`src/rtl/sram_like_arbiter.sv`:
```
// Two-master (inst/data) to one-slave sram-like bus arbiter.
// Zero added latency; in-order owner FIFO routes each data_ok back to its issuer.
module sram_like_arbiter #(
    parameter int unsigned DEPTH = 4
) (
    input  logic        clk,
    input  logic        rst,

    input  logic        inst_req,
    input  logic        inst_wr,
    input  logic [1:0]  inst_size,
    input  logic [31:0] inst_addr,
    input  logic [31:0] inst_wdata,
    output logic [31:0] inst_rdata,
    output logic        inst_addr_ok,
    output logic        inst_data_ok,

    input  logic        data_req,
    input  logic        data_wr,
    input  logic [1:0]  data_size,
    input  logic [31:0] data_addr,
    input  logic [31:0] data_wdata,
    output logic [31:0] data_rdata,
    output logic        data_addr_ok,
    output logic        data_data_ok,

    output logic        mem_req,
    output logic        mem_wr,
    output logic [1:0]  mem_size,
    output logic [31:0] mem_addr,
    output logic [31:0] mem_wdata,
    input  logic [31:0] mem_rdata,
    input  logic        mem_addr_ok,
    input  logic        mem_data_ok
);

    localparam int unsigned PW = (DEPTH > 1) ? $clog2(DEPTH) : 1;
    localparam int unsigned CW = PW + 1;

    typedef enum logic [1:0] {
        LOCK_NONE = 2'd0,
        LOCK_INST = 2'd1,
        LOCK_DATA = 2'd2
    } lock_e;

    lock_e            lock_q, lock_d;
    logic             last_q, last_d;
    logic [DEPTH-1:0] fifo_q, fifo_d;
    logic [PW-1:0]    wptr_q, wptr_d;
    logic [PW-1:0]    rptr_q, rptr_d;
    logic [CW-1:0]    count_q, count_d;

    logic win_data;
    logic sel_data;
    logic win_req;
    logic full;
    logic accept;
    logic pop;
    logic head;

    // State register
    always_ff @(posedge clk) begin
        if (!rst) begin
            lock_q  <= LOCK_NONE;
            last_q  <= 1'b0;
            fifo_q  <= '0;
            wptr_q  <= '0;
            rptr_q  <= '0;
            count_q <= '0;
        end else begin
            lock_q  <= lock_d;
            last_q  <= last_d;
            fifo_q  <= fifo_d;
            wptr_q  <= wptr_d;
            rptr_q  <= rptr_d;
            count_q <= count_d;
        end
    end

    // Winner selection: lock overrides round-robin
    always_comb begin
        win_data = 1'b0;
        unique case (lock_q)
            LOCK_INST: win_data = 1'b0;
            LOCK_DATA: win_data = 1'b1;
            default:   win_data = data_req & (~inst_req | ~last_q);
        endcase
    end

    assign sel_data = win_data & rst;
    assign win_req  = sel_data ? data_req : inst_req;
    assign full     = (count_q == CW'(DEPTH));
    assign accept   = mem_req & mem_addr_ok;
    assign pop      = mem_data_ok & (count_q != '0) & rst;
    assign head     = fifo_q[rptr_q];

    // Slave port; full blocks without looking at mem_data_ok
    assign mem_req   = win_req & ~full & rst;
    assign mem_wr    = sel_data ? data_wr    : inst_wr;
    assign mem_size  = sel_data ? data_size  : inst_size;
    assign mem_addr  = sel_data ? data_addr  : inst_addr;
    assign mem_wdata = sel_data ? data_wdata : inst_wdata;

    assign inst_addr_ok = accept & ~sel_data;
    assign data_addr_ok = accept &  sel_data;
    assign inst_data_ok = pop & ~head;
    assign data_data_ok = pop &  head;
    assign inst_rdata   = mem_rdata;
    assign data_rdata   = mem_rdata;

    // Lock next-state
    always_comb begin
        lock_d = lock_q;
        unique case (1'b1)
            accept:
                lock_d = LOCK_NONE;
            mem_req & ~mem_addr_ok:
                lock_d = sel_data ? LOCK_DATA : LOCK_INST;
            (lock_q == LOCK_INST) & ~inst_req,
            (lock_q == LOCK_DATA) & ~data_req:
                lock_d = LOCK_NONE;
            default: ;
        endcase
    end

    // Owner FIFO and round-robin history
    always_comb begin
        fifo_d = fifo_q;
        if (accept) begin
            fifo_d[wptr_q] = sel_data;
        end
        wptr_d  = wptr_q + PW'(accept);
        rptr_d  = rptr_q + PW'(pop);
        count_d = count_q + CW'(accept) - CW'(pop);
        last_d  = accept ? sel_data : last_q;
    end

endmodule

```
`config.mk`:
```
export PLATFORM = sky130hd
export DESIGN_NAME = sram_like_arbiter
export DESIGN_NICKNAME = d
export VERILOG_FILES = /design/src/rtl/sram_like_arbiter.sv
export SDC_FILE = /design/constraint.sdc
export NUM_CORES = 1
export LEC_CHECK = 0
export ABC_AREA = 1
export ABC_CLOCK_PERIOD_IN_PS = 3030
export CAP_MARGIN = 10
export CORE_AREA = 2 2 119 121
export DETAILED_ROUTE_END_ITERATION = 8
export DIE_AREA = 0 0 121 123
export PLACE_DENSITY = 0.6
export SETUP_SLACK_MARGIN = 0.15
export SLEW_MARGIN = 5
export SYNTH_ARGS = -nofsm -noshare
export SYNTH_HDL_FRONTEND = slang
export SYNTH_SLANG_ARGS = --single-unit
```
`constraint.sdc`:
```
create_clock -name clk -period 3.03 [get_ports clk]
set_input_delay 0.4545 -clock clk [delete_from_list [all_inputs] [get_ports clk]]
set_output_delay 0.4545 -clock clk [all_outputs]
set_load 0.005 [all_outputs]
```
==> run metrics <==
outcome=finished clean; Detailed Routing Iterations Pass 1=4; hold wc startpoint=last_q; WL/cell=13.6 um; Die X=121 um; Synth warnings=0; input/output buffers=211; multi-input gate area in the final layout=0.00126 mm^2; CTS Sinks=14; Max-cap violations=0; Cell Chain, Critical Path=clkdlybuf4s50_1 > inv_2 > nor2_4 > nand2_8 > inv_4 > buf_12 > nand2_1 > nand2_1 > clkdlybuf4s50_1; Mapped Area=0.00219 mm^2; Setup TNS Final=0 ns; Vias/cell=3.76; drt total wl=9.90 mm; Synth Area per Inst=5.45 um^2; WP data arrival=2.28 ns; CTS H-tree lvls=1; length in cells of the worst reg-to-reg path=13; worst-path fanout max=20; P&R area growth vs syn=94.4%; Critical Path Source Type=input pin; Hold Path Stages=2; achievable frequency=365 MHz; hold path endpoint=last_q; clock latency on the worst-skew pair=0.24 ns; net count after synthesis=582; Ports=308; clk buf depth=2; layout cells sized above 1=0.0564; commonest cells after routing, fill and taps aside=223 x nand2_1, 211 x clkdlybuf4s50_1, 26 x inv_1; vias in the first global route=2556; CTS root buf=clkbuf_16; Worst path top cell family by delay=buffers and inverters; max-slew violations=0; FILL cells=1481; first-pass GRT wire length=13.2 mm; nets=730; Finish-stage setup viols=0; gpl congestion=0.776; PwrDens=319 mW/mm^2; 1st-iter DRT viols=92; Rows=43; post-CTS setup buffers=0; type of the worst setup path=in2out; Critical path buffers and inverters=5; CP max stage cell=clkdlybuf4s50_1; Core ar.=0.0136 mm^2; Crit path depth=9; Fin. Hold Viols=0; Die H=123 um; Least-Margin Pin Slew=0.308 ns; Worst R2R End=count_q[2]; final worst-path cycle share=0.904; Hold WC Path Type=reg2reg; Util after Layout=0.313; global route total overflow=0; Netlist cell types=25; initial antenna violation count=0; DP HPWL=7.58 mm; VDD IR max=183 uV; Fin Clk Skew=0.000792 ns; CTS buffer count=3; # diodes=0; full die area=0.0149 mm^2; largest net degree at the start of global routing=56; RSZ-0062 raised after global routing=no; flops & latches, synth=14; commonest non-fill, non-tap cell in the layout=nand2_1; Synth Instances=403; sequential share of the synthesized area=0.128; Vias=2745; CTS tree=yes; Initial Utilization=0.161; Crit path largest cell delay=0.52 ns; post-route ant nets=0; reg2reg setup slack=0.46 ns; GRT Total Usage=0.111; worst rel slew slack=0.794; DRC errors left=0; CP required=2.58 ns; Pleak=2.02 nW; register area=280 um^2; reg2reg start=lock_q[0]; Worst Setup End Kind=output pin; Tmin final=2.74 ns; Reg clk slew, reported paths=0.05 ns
## cells in the mapped netlist (all sizes together)
cell type  number  area (um^2)
a21oi           5         25.0
a32oi           1         8.76
and2            1         6.26
buf            76          569
clkbuf          4         15.0
dfxtp          14          280
fa              1         20.0
ha              6         75.1
inv            29          109
nand2         227          865
nand3           3         27.5
nand4           7         43.8
nor2           20         90.1
nor3            2         10.0
o21ai           1         5.00
or2             3         18.8
xnor2           2         17.5
xor2            1         8.76
## cell families after synthesis
| kind of cell | after synthesis | synth area share |
|---|---|---|
| flip-flops | 14 | 0.128 |
| AND/OR/NAND/NOR | 263 | 0.483 |
| buffers and inverters | 109 | 0.316 |
| XOR/XNOR | 3 | 0.0120 |
| adder cells (fa/ha/maj) | 7 | 0.0433 |
| AO/OA/AOI/OAI | 7 | 0.0177 |
## layout make-up
cell class / count / area share
well taps: 180 / 0.0528
multi-input cells: 280 / 0.296
inverters: 29 / 0.0261
clock buffers: 4 / 0.0208
repair buffers: 223 / 0.539
flip-flops and latches: 14 / 0.0657
## report_power, final
group	total, mW	switching, mW	internal (mW)	leakage, nW
registers	0.234	0.0241	0.210	0.114
logic	0.850	0.339	0.511	1.86
clock network	0.277	0.0771	0.200	0.0442
## how the worst max path moves through the flow
stage,startpoint,end,slack (ns)
2_1_floorplan,lock_q[0],count_q[2],0.59
3_3_place_gp,rst,count_q[2],0.21
3_5_place_dp,inst_req,count_q[2],0.16
4_1_cts,lock_q[0],mem_wdata[14],0.22
5_1_grt,lock_q[0],mem_wdata[21],0.15
6_report,rst,mem_addr[28],0.29
## per-stage QoR
stage	std cells	hold WS [ns]	total power, mW	setup WS, ns	area (um^2)
after floorplan	403	0.445	0.613	0.590	2190
after global placement	723	0.475	1.05	0.212	4050
after detailed placement	723	0.460	1.05	0.164	4050
after CTS	727	0.468	1.34	0.222	4140
after global routing	730	0.508	1.47	0.152	4270
final	730	0.469	1.36	0.292	4270
## per-layer routing
metal	up-vias	GRT usage	share of wire
met2	128	0.181	0.47
met4	0	0.0480	0.030
met1	1143	0.139	0.41
li1	1431	-	-
met3	43	0.0295	0.093
met5	-	0	0
## registers in the layout, indices dropped and copies added (netlist names)
signal / cells
last_q: 1
fifo_q: 4
count_q: 3
rptr_q: 2
wptr_q: 2
lock_q: 2
## worst register-to-register path: stages, from the launching register on
cell,delay [ns]
dfxtp_1,0.37
inv_1,0.09
ha_4,0.28
nor2_2,0.05
nor2_4,0.13
nand2_8,0.11
nand2_8,0.10
nand3_4,0.08
ha_1,0.29
inv_1,0.04
ha_1,0.19
fa_1,0.38
or2_2,0.30
a21oi_1,0.11
## timing repair
item | 4_1_cts | 5_1_grt
setup endpoints to repair | 0 | 29
hold buffers | 0 | 0
gates resized for setup | 0 | 8
(Power assumes the default switching activity.)
